==> config.mk <==
export PLATFORM = sky130hd
export DESIGN_NAME = axi2per_wr_resp_ctrl_flat
export DESIGN_NICKNAME = d
export VERILOG_FILES = /design/src/rtl/axi2per_wr_resp_ctrl_pkg.sv /design/src/rtl/axi2per_wr_resp_ctrl_if.sv /design/src/rtl/axi2per_wr_resp_ctrl_id_fifo.sv /design/src/rtl/axi2per_wr_resp_ctrl.sv /design/src/flat_wrapper.sv
export SDC_FILE = /design/constraint.sdc
export NUM_CORES = 1
export LEC_CHECK = 0
export CAP_MARGIN = 40
export CORE_MARGIN = 2
export CORE_UTILIZATION = 35
export DETAILED_ROUTE_END_ITERATION = 10
export SETUP_SLACK_MARGIN = 0.5
export SYNTH_ARGS = -nofsm -noshare
export SYNTH_HDL_FRONTEND = slang
export SYNTH_HIERARCHICAL = 1
export SYNTH_SLANG_ARGS = --single-unit
==> constraint.sdc <==
create_clock -name clk_i -period 5.49 [get_ports clk_i]
set_clock_uncertainty 0.1 [all_clocks]
set_input_delay 1.3725 -clock clk_i [delete_from_list [all_inputs] [get_ports clk_i]]
set_output_delay 1.3725 -clock clk_i [all_outputs]
set_load 0.01 [all_outputs]
==> src/rtl/axi2per_wr_resp_ctrl_pkg.sv <==
// Shared types and constants for the axi2per write-response controller.
package axi2per_pkg;

    localparam logic [1:0] RESP_OKAY   = 2'b00;
    localparam logic [1:0] RESP_SLVERR = 2'b10;

    typedef enum logic [1:0] {
        IDLE,
        ACCUM,
        RESP
    } wr_resp_state_e;

endpackage

==> src/rtl/axi2per_wr_resp_ctrl_if.sv <==
// Handshake bundle between AW/W decode, the response controller and the B buffer.
// The slave modport is the controller side, the master modport is its environment.
interface axi2per_wr_resp_ctrl_if #(
    parameter int ID_WIDTH   = 4,
    parameter int USER_WIDTH = 6
);

    logic                  aw_valid;
    logic [ID_WIDTH-1:0]   aw_id;
    logic [USER_WIDTH-1:0] aw_user;
    logic                  aw_ready;

    logic                  beat_valid;
    logic                  beat_err;
    logic                  beat_last;
    logic                  beat_ready;

    logic                  b_valid;
    logic [1:0]            b_resp;
    logic [ID_WIDTH-1:0]   b_id;
    logic [USER_WIDTH-1:0] b_user;
    logic                  b_ready;

    modport slave (
        input  aw_valid, aw_id, aw_user, beat_valid, beat_err, beat_last, b_ready,
        output aw_ready, beat_ready, b_valid, b_resp, b_id, b_user
    );

    modport master (
        output aw_valid, aw_id, aw_user, beat_valid, beat_err, beat_last, b_ready,
        input  aw_ready, beat_ready, b_valid, b_resp, b_id, b_user
    );

endinterface

==> src/rtl/axi2per_wr_resp_ctrl_id_fifo.sv <==
// Circular FIFO holding the {ID, USER} of every accepted AW until its B is sent.
// Push and pop may coincide even when full or empty; the count then stays put.
module axi2per_id_fifo #(
    parameter  int DATA_WIDTH = 10,
    parameter  int DEPTH      = 4,
    localparam int PTR_W      = $clog2(DEPTH),
    localparam int CNT_W      = PTR_W + 1
) (
    input  logic                  clk_i,
    input  logic                  rst_ni,
    input  logic                  push_i,
    input  logic [DATA_WIDTH-1:0] data_i,
    input  logic                  pop_i,
    output logic [DATA_WIDTH-1:0] data_o,
    output logic                  full_o,
    output logic                  empty_o,
    output logic [CNT_W-1:0]      count_o
);

    logic [DATA_WIDTH-1:0] mem_q [DEPTH];
    logic [DATA_WIDTH-1:0] mem_d [DEPTH];
    logic [PTR_W-1:0]      wr_ptr_q, wr_ptr_d;
    logic [PTR_W-1:0]      rd_ptr_q, rd_ptr_d;
    logic [CNT_W-1:0]      count_q, count_d;
    logic                  do_push;
    logic                  do_pop;

    assign full_o  = (count_q == CNT_W'(DEPTH));
    assign empty_o = (count_q == '0);
    assign count_o = count_q;
    assign data_o  = mem_q[rd_ptr_q];

    // A pop frees the slot being written, so a full FIFO can still take a push alongside it.
    assign do_push = push_i & (~full_o | pop_i);
    assign do_pop  = pop_i & (~empty_o | push_i);

    always_comb begin
        mem_d    = mem_q;
        wr_ptr_d = wr_ptr_q;
        rd_ptr_d = rd_ptr_q;
        count_d  = count_q;
        if (do_push) begin
            mem_d[wr_ptr_q] = data_i;
            wr_ptr_d        = wr_ptr_q + PTR_W'(1);
        end
        if (do_pop) begin
            rd_ptr_d = rd_ptr_q + PTR_W'(1);
        end
        count_d = count_q + CNT_W'(do_push) - CNT_W'(do_pop);
    end

    always_ff @(posedge clk_i or negedge rst_ni) begin
        if (!rst_ni) begin
            mem_q    <= '{default: '0};
            wr_ptr_q <= '0;
            rd_ptr_q <= '0;
            count_q  <= '0;
        end else begin
            mem_q    <= mem_d;
            wr_ptr_q <= wr_ptr_d;
            rd_ptr_q <= rd_ptr_d;
            count_q  <= count_d;
        end
    end

endmodule

==> src/rtl/axi2per_wr_resp_ctrl.sv <==
// Write-response sequencer: queues AW ID/USER, merges per-beat errors of each burst
// and emits one B response per burst, in AW order.
module axi2per_wr_resp_ctrl
    import axi2per_pkg::*;
#(
    parameter  int ID_WIDTH       = 4,
    parameter  int USER_WIDTH     = 6,
    parameter  int NB_OUTSTANDING = 4,
    localparam int CNT_W          = $clog2(NB_OUTSTANDING) + 1
) (
    input  logic                   clk_i,
    input  logic                   rst_ni,
    axi2per_wr_resp_ctrl_if.slave  bus,
    output logic [CNT_W-1:0]       outstanding_o
);

    localparam int DATA_W = ID_WIDTH + USER_WIDTH;

    wr_resp_state_e    state_q, state_d;
    logic              err_acc_q, err_acc_d;
    logic              push, pop, full, empty;
    logic              beat_ready, b_valid;
    logic [DATA_W-1:0] head;

    assign push = bus.aw_valid & ~full;
    assign pop  = b_valid & bus.b_ready;

    axi2per_id_fifo #(
        .DATA_WIDTH (DATA_W),
        .DEPTH      (NB_OUTSTANDING)
    ) u_id_fifo (
        .clk_i   (clk_i),
        .rst_ni  (rst_ni),
        .push_i  (push),
        .data_i  ({bus.aw_id, bus.aw_user}),
        .pop_i   (pop),
        .data_o  (head),
        .full_o  (full),
        .empty_o (empty),
        .count_o (outstanding_o)
    );

    always_comb begin
        state_d    = state_q;
        err_acc_d  = err_acc_q;
        beat_ready = 1'b0;
        b_valid    = 1'b0;
        unique case (state_q)
            IDLE: begin
                // Beats of a burst are only taken once its AW sits at the queue head.
                beat_ready = ~empty;
                if (bus.beat_valid && !empty) begin
                    err_acc_d = err_acc_q | bus.beat_err;
                    state_d   = bus.beat_last ? RESP : ACCUM;
                end
            end
            ACCUM: begin
                beat_ready = 1'b1;
                if (bus.beat_valid) begin
                    err_acc_d = err_acc_q | bus.beat_err;
                    if (bus.beat_last) begin
                        state_d = RESP;
                    end
                end
            end
            RESP: begin
                b_valid = 1'b1;
                if (bus.b_ready) begin
                    err_acc_d = 1'b0;
                    state_d   = IDLE;
                end
            end
            default: begin
                state_d   = IDLE;
                err_acc_d = 1'b0;
            end
        endcase
    end

    always_ff @(posedge clk_i or negedge rst_ni) begin
        if (!rst_ni) begin
            state_q   <= IDLE;
            err_acc_q <= 1'b0;
        end else begin
            state_q   <= state_d;
            err_acc_q <= err_acc_d;
        end
    end

    // B fields are driven from registered state only and read zero outside RESP.
    assign bus.aw_ready   = ~full;
    assign bus.beat_ready = beat_ready;
    assign bus.b_valid    = b_valid;
    assign bus.b_resp     = (b_valid && err_acc_q) ? RESP_SLVERR : RESP_OKAY;
    assign bus.b_id       = b_valid ? head[DATA_W-1:USER_WIDTH] : '0;
    assign bus.b_user     = b_valid ? head[USER_WIDTH-1:0] : '0;

endmodule

==> src/flat_wrapper.sv <==
// flat-port wrapper written by rule: the top's interface ports become plain ports
module axi2per_wr_resp_ctrl_flat import axi2per_pkg::*;
#(
    parameter  int ID_WIDTH       = 4,
    parameter  int USER_WIDTH     = 6,
    parameter  int NB_OUTSTANDING = 4,
    localparam int CNT_W          = $clog2(NB_OUTSTANDING) + 1
)
  (clk_i, rst_ni, outstanding_o, bus_aw_valid, bus_aw_id, bus_aw_user, bus_beat_valid, bus_beat_err, bus_beat_last, bus_b_ready, bus_aw_ready, bus_beat_ready, bus_b_valid, bus_b_resp, bus_b_id, bus_b_user);
  axi2per_wr_resp_ctrl_if #(.ID_WIDTH(ID_WIDTH), .USER_WIDTH(USER_WIDTH)) bus_i ();
  input  logic clk_i;
  input  logic rst_ni;
  output logic [CNT_W-1:0] outstanding_o;
  input wire logic [$bits(bus_i.aw_valid)-1:0] bus_aw_valid;
  input wire logic [$bits(bus_i.aw_id)-1:0] bus_aw_id;
  input wire logic [$bits(bus_i.aw_user)-1:0] bus_aw_user;
  input wire logic [$bits(bus_i.beat_valid)-1:0] bus_beat_valid;
  input wire logic [$bits(bus_i.beat_err)-1:0] bus_beat_err;
  input wire logic [$bits(bus_i.beat_last)-1:0] bus_beat_last;
  input wire logic [$bits(bus_i.b_ready)-1:0] bus_b_ready;
  output wire logic [$bits(bus_i.aw_ready)-1:0] bus_aw_ready;
  output wire logic [$bits(bus_i.beat_ready)-1:0] bus_beat_ready;
  output wire logic [$bits(bus_i.b_valid)-1:0] bus_b_valid;
  output wire logic [$bits(bus_i.b_resp)-1:0] bus_b_resp;
  output wire logic [$bits(bus_i.b_id)-1:0] bus_b_id;
  output wire logic [$bits(bus_i.b_user)-1:0] bus_b_user;
  assign bus_i.aw_valid = bus_aw_valid;
  assign bus_i.aw_id = bus_aw_id;
  assign bus_i.aw_user = bus_aw_user;
  assign bus_i.beat_valid = bus_beat_valid;
  assign bus_i.beat_err = bus_beat_err;
  assign bus_i.beat_last = bus_beat_last;
  assign bus_i.b_ready = bus_b_ready;
  assign bus_aw_ready = bus_i.aw_ready;
  assign bus_beat_ready = bus_i.beat_ready;
  assign bus_b_valid = bus_i.b_valid;
  assign bus_b_resp = bus_i.b_resp;
  assign bus_b_id = bus_i.b_id;
  assign bus_b_user = bus_i.b_user;
  axi2per_wr_resp_ctrl #(.ID_WIDTH(ID_WIDTH), .USER_WIDTH(USER_WIDTH), .NB_OUTSTANDING(NB_OUTSTANDING)) u_core (.clk_i(clk_i), .rst_ni(rst_ni), .bus(bus_i), .outstanding_o(outstanding_o));
endmodule
==> Word level (Yosys, flattened, before mapping) <==
Cells that the tools add are included.
{ "totals": {"out_inout_bits": 18, "regBits": 50, "elab_cells": 63, "in_bits": 17} }
{ "classes": {"reduce_logical": 8, "order_cmp": 3, "n_mux": 21, "n_eq_ne": 7, "bitwise_logic": 11, "add_sub_neg": 4} }
{ "ops": {"columns": ["cell", "n"], "rows": [
  ["bitwise mux 40 bit", 1],
  ["2-to-1 mux 10 bit", 3],
  ["binary-select mux 10 bit (select 2 bit)", 1],
  ["demux 10 bit (select 2 bit)", 1],
  ["2-to-1 mux 2 bit", 6],
  ["greater-or-equal comparator 3 bit, second input constant", 2],
  ["2-to-1 mux 6 bit", 1],
  ["inequality test 2 bit, second input constant", 3],
  ["NOT 2 -> 3 bit", 2],
  ["case mux 2 bit (3 select lines)", 1],
  ["adder 2 x 1 -> 2 bit, second input constant", 2],
  ["bitwise AND 1 bit", 4],
  ["2-to-1 mux 1 bit", 4],
  ["2-to-1 mux 4 bit", 1],
  ["AND reduction 4 bit", 1],
  ["adder 3 x 1 -> 3 bit", 1],
  ["== test 3 bit, second input constant", 1],
  ["logical AND 1 bit", 3],
  ["logical NOT 3 bit", 1],
  ["< comparator 3 x 1 -> 1 bit, second input constant", 1],
  ["OR 1 bit", 3],
  ["case mux 1 bit (3 select lines)", 1],
  ["AND reduction 3 bit", 1],
  ["subtractor 3 x 1 -> 3 bit", 1],
  ["other kinds (7)", 8]
]} }

==> Depth between registers and ports, before layout <==
{ "depth": {"ltp_word": 7, "ltp_mapped": 12, "ltp_nobuf": 11} }

==> By module <==
The synthesis kept the hierarchy.
{ "modules_own_cells": {"columns": ["mod", "n_inst", "area_per_inst_um2", "seq_area_each_um2", "cells_per_inst"], "rows": [
  ["axi2per_id_fifo", 1, 2130.8, 1176.1, 132],
  ["axi2per_wr_resp_ctrl", 1, 257.7, 75.1, 33]
]} }

==> Least setup slack after synthesis <==
OpenSTA, ideal clock, no wires.
{ "synth_path": {"path_type": "input port to flip-flop", "start": "input bus_b_ready", "end": "register u_core.u_id_fifo.count_q[2], in the netlist u_core/u_id_fifo/count_o[2]", "arrival_ns": 3.149, "setup_ns": 0.128, "n_path_buf": 0, "required_time_ns": 5.262, "slack_ns": 2.113, "path_stages": 9, "cell_sequence": "and2_1 nor4b_4 nand2b_1 ha_1 inv_1 ha_1 fa_1 xor2_1 xnor2_1"} }
{ "synth_between": {"elab_chain_len": 5, "word_cells_on_any_way": 6, "cone_classes": "2 x add/sub; 4 x bitwise"} }
{ "synth_lines": {"columns": ["item", "line_no", "rtl"], "rows": [
  ["from (decl)", "flat_wrapper.sv:20", "input wire logic [$bits(bus_i.b_ready)-1:0] bus_b_ready;"],
  ["bitwise AND 1 bit *", "axi2per_wr_resp_ctrl.sv:26", "assign pop = b_valid & bus.b_ready;"],
  ["OR 1 bit", "axi2per_wr_resp_ctrl_id_fifo.sv:34", "assign do_push = push_i & (~full_o | pop_i);"],
  ["bitwise AND 1 bit", "axi2per_wr_resp_ctrl_id_fifo.sv:34", null],
  ["adder 3 x 1 -> 3 bit", "axi2per_wr_resp_ctrl_id_fifo.sv:49", "count_d = count_q + CNT_W'(do_push) - CNT_W'(do_pop);"],
  ["subtractor 3 x 1 -> 3 bit *", "axi2per_wr_resp_ctrl_id_fifo.sv:49", null],
  ["named net u_core.u_id_fifo.count_d[2]", "axi2per_wr_resp_ctrl_id_fifo.sv:24", "logic [CNT_W-1:0] count_q, count_d;"],
  ["to (signal assigned)", "axi2per_wr_resp_ctrl_id_fifo.sv:62", "count_q <= count_d;"],
  ["to (decl)", "axi2per_wr_resp_ctrl_id_fifo.sv:24", null]
]} }
The timed path passes the listed nets; every way through them passes the cells marked *.
A chain may end at the register's enable or synchronous reset.

==> Worst setup path in the final report <==
{ "layout_path": {"start": "register u_core.u_id_fifo.rd_ptr_q[0]", "end": "output bus_b_id[1]"} }
{ "layout_between": {"elab_chain_len": 5} }
{ "layout_lines": {"columns": ["item", "line_no", "rtl"], "rows": [
  ["from (decl)", "axi2per_wr_resp_ctrl_id_fifo.sv:23", "logic [PTR_W-1:0] rd_ptr_q, rd_ptr_d;"],
  ["from (signal assigned)", "axi2per_wr_resp_ctrl_id_fifo.sv:61", "rd_ptr_q <= rd_ptr_d;"],
  ["NOT 2 -> 3 bit (implied by the code)", "axi2per_wr_resp_ctrl_id_fifo.sv:31", "assign data_o = mem_q[rd_ptr_q];"],
  ["binary-select mux 10 bit (select 2 bit)", "axi2per_wr_resp_ctrl_id_fifo.sv:31", null],
  ["2-to-1 mux 10 bit (implied by the code) (2 in a row)", "axi2per_wr_resp_ctrl_id_fifo.sv:31", null],
  ["named net u_core.head[7]", "axi2per_wr_resp_ctrl.sv:23", "logic [DATA_W-1:0] head;"],
  ["2-to-1 mux 4 bit", "axi2per_wr_resp_ctrl.sv:95", "assign bus.b_id = b_valid ? head[DATA_W-1:USER_WIDTH] : '0;"],
  ["to (decl)", "flat_wrapper.sv:25", "output wire logic [$bits(bus_i.b_id)-1:0] bus_b_id;"]
]} }
The timed path passes the listed nets, and every way through them passes these cells. The select of a mux whose other input is x is not followed.

==> flow_metrics.py <==
metrics = {
    "run_status": {
        "status": "complete, no violations",
    },
    "floorplanning": {
        "initial_core_util_pct": 35.7,
        "die_x_um": 86.6,
        "core.rowCount": 30,
        "dieArea_sq_um": 7500,
        "ios": 35,
        "die_h_um": 86.6,
        "core_sq_um": 6680,
    },
    "synthesis": {
        "synth.distinct_cells": 28,
        "synth_seq_area_share_pct": 52.4,
        "syn_area_sq_um": 2390,
        "syn_nets": 189,
        "yosysWarnings": 6,
        "synthCells": 165,
        "ys_ff_latch": 50,
        "syn-mean-instance-area_sq_um": 14.5,
    },
    "cts": {
        "tritoncts_num_sinks": 50,
        "clock_latency_ns": 0.30,
        "cts.htree.levels": 2,
        "cts_tree": "yes",
        "numCtsBuffers": 5,
        "clockRootBuffer": "clkbuf_8",
        "clkTransAtPathRegs_ns": 0.08,
        "cts_resized": 0,
        "cts_hold_buf": 0,
        "clockBufferDepth": 2,
        "post_cts_buffers": 0,
    },
    "timing": {
        "rsz0062_at_grt": "no",
        "tightest_slew_ns": 0.789,
        "post-route-period-util_pct": 70.2,
        "fin_tns_setup_ns": 0,
        "slew_headroom_pct": 47.4,
        "finalHoldViolCount": 0,
        "min_period_ns": 3.85,
        "max_freq_mhz": 260,
        "setup_viol": 0,
        "slew_violations": 0,
    },
    "global_routing": {
        "grt_antenna_before_repair": 0,
        "grt_pass1_wl_mm": 7.63,
        "grt_overflow": 0,
        "grt_pass1_vias": 1469,
        "grt_max_degree": 51,
        "gr-usage-all-layers_pct": 13.6,
    },
    "worst_setup_path": {
        "startpoint_type": "register",
        "arrival_ns": 2.38,
        "crit_path_end_kind": "output port",
        "max_stage_delay_ns": 0.86,
        "crit_chain": "mux4_2 > and2_1 > clkdlybuf4s50_1",
        "path_max_fanout": 12,
        "criticalPathCategory": "register to output port",
        "crit_required_ns": 4.02,
        "crit_slowest_cell": "dfrtp_1",
    },
    "cells_and_area": {
        "stdcell_count": 281,
        "fillerInstances": 661,
        "drive_gt1_share_pct": 33.3,
        "nets": 225,
        "area_growth_pct": 20.1,
        "n_antenna_cell": 0,
    },
    "run": {
        "cap_violations": 0,
    },
    "placed_design": {
        "finalWeightedCongestion": 0.723,
        "portBuffers": 33,
        "place_hpwl_mm": 2.87,
        "dp.cells": 274,
    },
    "detailed_routing": {
        "vias": 1393,
        "firstDrtPassIters": 4,
        "viasPerCell": 4.96,
        "ant_nets": 0,
        "drt_wl_total_mm": 4.46,
        "first_iter_violations": 75,
        "drc": 0,
        "wl_per_cell_um": 15.9,
    },
    "pwr": {
        "p_per_area_nw_per_um2": 535,
        "p_leak_nw": 1.18,
        "ir_drop_mv": 0.122,
    },
    "min_path": {
        "hold_class": "register to register",
    },
}
==> routing by layer <==
layer | track usage [%] | part of all wire, % | vias to the layer above
li1 | - | - | 646
met1 | 18.6 | 46 | 710
met2 | 21.6 | 49 | 31
met3 | 3.24 | 4.5 | 6
met4 | 4.26 | 1.2 | 0
met5 | 0 | 0 | -
==> kinds of logic (layout without fill, tap and decap cells) <==
logic type,count (synthesis),count (layout),synth area share (%)
multiplexers,51,51,28.8
flip-flops,50,50,52.4
AND/OR/NAND/NOR,32,32,8.28
buffers and inverters,13,49,2.57
adder cells (fa/ha/maj),7,7,3.98
AO/OA/AOI/OAI,6,6,2.04
XOR/XNOR,5,5,1.83
other,1,1,0.157
==> through the flow <==
stage                     hold slack (ns)  utilization (%)  cell area, sq um  total power, mW  worst slack, ns
final                               0.404             42.9              2870             1.54             1.64
after global routing                0.424             42.9              2870             1.66             1.46
after CTS                           0.412             42.9              2870             1.56             1.58
after detailed placement            0.392             41.8              2790             1.36             1.51
after global placement              0.384             41.8              2790             1.34             1.56
after floorplan                     0.372                -              2390             1.15             2.11
==> path summary, 6_finish.rpt <==
| check | start | end | slack, ns | cells after the start |
|---|---|---|---|---|
| worst max-delay path | u_core/u_id_fifo/rd_ptr_q[0] | bus_b_id[1] | 1.64 | 3 |
| worst min-delay path | u_core/u_id_fifo/mem_q[10] | u_core/u_id_fifo/mem_q[10] | 0.40 | 1 |
| worst max register to register | u_core/state_q[1] | u_core/u_id_fifo/count_o[2] | 2.64 | 11 |
| worst min register to register | u_core/u_id_fifo/mem_q[10] | u_core/u_id_fifo/mem_q[10] | 0.40 | 1 |
| max in group asynchronous | rst_ni | u_core/u_id_fifo/count_o[2] | 3.80 | 2 |
| min in group asynchronous | rst_ni | u_core/u_id_fifo/mem_q[13] | 1.06 | 2 |
==> layout make-up <==
cell class              count  area [sq um]  area share (%)
flip-flops and latches     50          1250            43.6
repair buffers             34           333            11.6
clock buffers               5          68.8            2.40
multi-input cells         102          1080            37.5
well taps                  80           100            3.49
inverters                   8          30.0            1.05
clock inverters             2          10.0           0.349
==> layout by cell type, fill, tap and decap left out <==
cell / count
a21oi_1: 1
and2_1: 11
buf_2: 1
buf_4: 1
clkbuf_8: 5
clkdlybuf4s50_1: 32
clkinv_2: 2
conb_1: 1
dfrtp_1: 50
fa_1: 1
ha_1: 6
inv_1: 7
inv_2: 1
mux2_2: 41
mux4_2: 10
nand2_1: 7
nand2b_1: 1
nand2b_2: 1
nor2_1: 2
nor2_2: 4
nor2b_1: 3
nor3_1: 1
nor3b_1: 1
nor4b_4: 1
o21a_1: 2
o32ai_1: 2
o41a_1: 1
xnor2_1: 3
xor2_1: 2
==> synthesized netlist by cell type, drive strengths merged <==
cell type	number	share of area, %
mux2	41	19
buf	3	1.0
o32ai	2	0.73
nor2	6	1.4
dfrtp	50	52
nor2b	3	0.79
clkbuf	2	0.31
xnor2	3	1.1
nor4b	1	1.0
fa	1	0.84
xor2	2	0.73
nor3b	1	0.31
nor3	1	0.21
conb	1	0.16
nand2b	2	0.63
ha	6	3.1
nand2	7	1.1
o41a	1	0.47
a21oi	1	0.21
o21a	2	0.63
inv	8	1.3
and2	11	2.9
mux4	10	9.4
==> registers in the layout (all words and copies together), names as in the netlist <==
register / cells
u_core/u_id_fifo/rd_ptr_q: 2
u_core/u_id_fifo/count_o: 3
u_core/u_id_fifo/wr_ptr_q: 2
u_core/state_q: 2
u_core/u_id_fifo/mem_q: 40
u_core/err_acc_q: 1
==> power breakdown <==
group / internal (mW) / switching (mW)
Clock: 0.0858 / 0.116
Sequential: 0.555 / 0.152
Combinational: 0.415 / 0.212
Total: 1.06 / 0.480
==> worst max-delay path, delay by kind of cell (launching register included) <==
kind	cells	cell delay, ns
buffers and inverters	1	0.48
DFF	1	0.86
muxes	1	0.58
and+or+nand+nor	1	0.16
(Power assumes the default switching activity.)
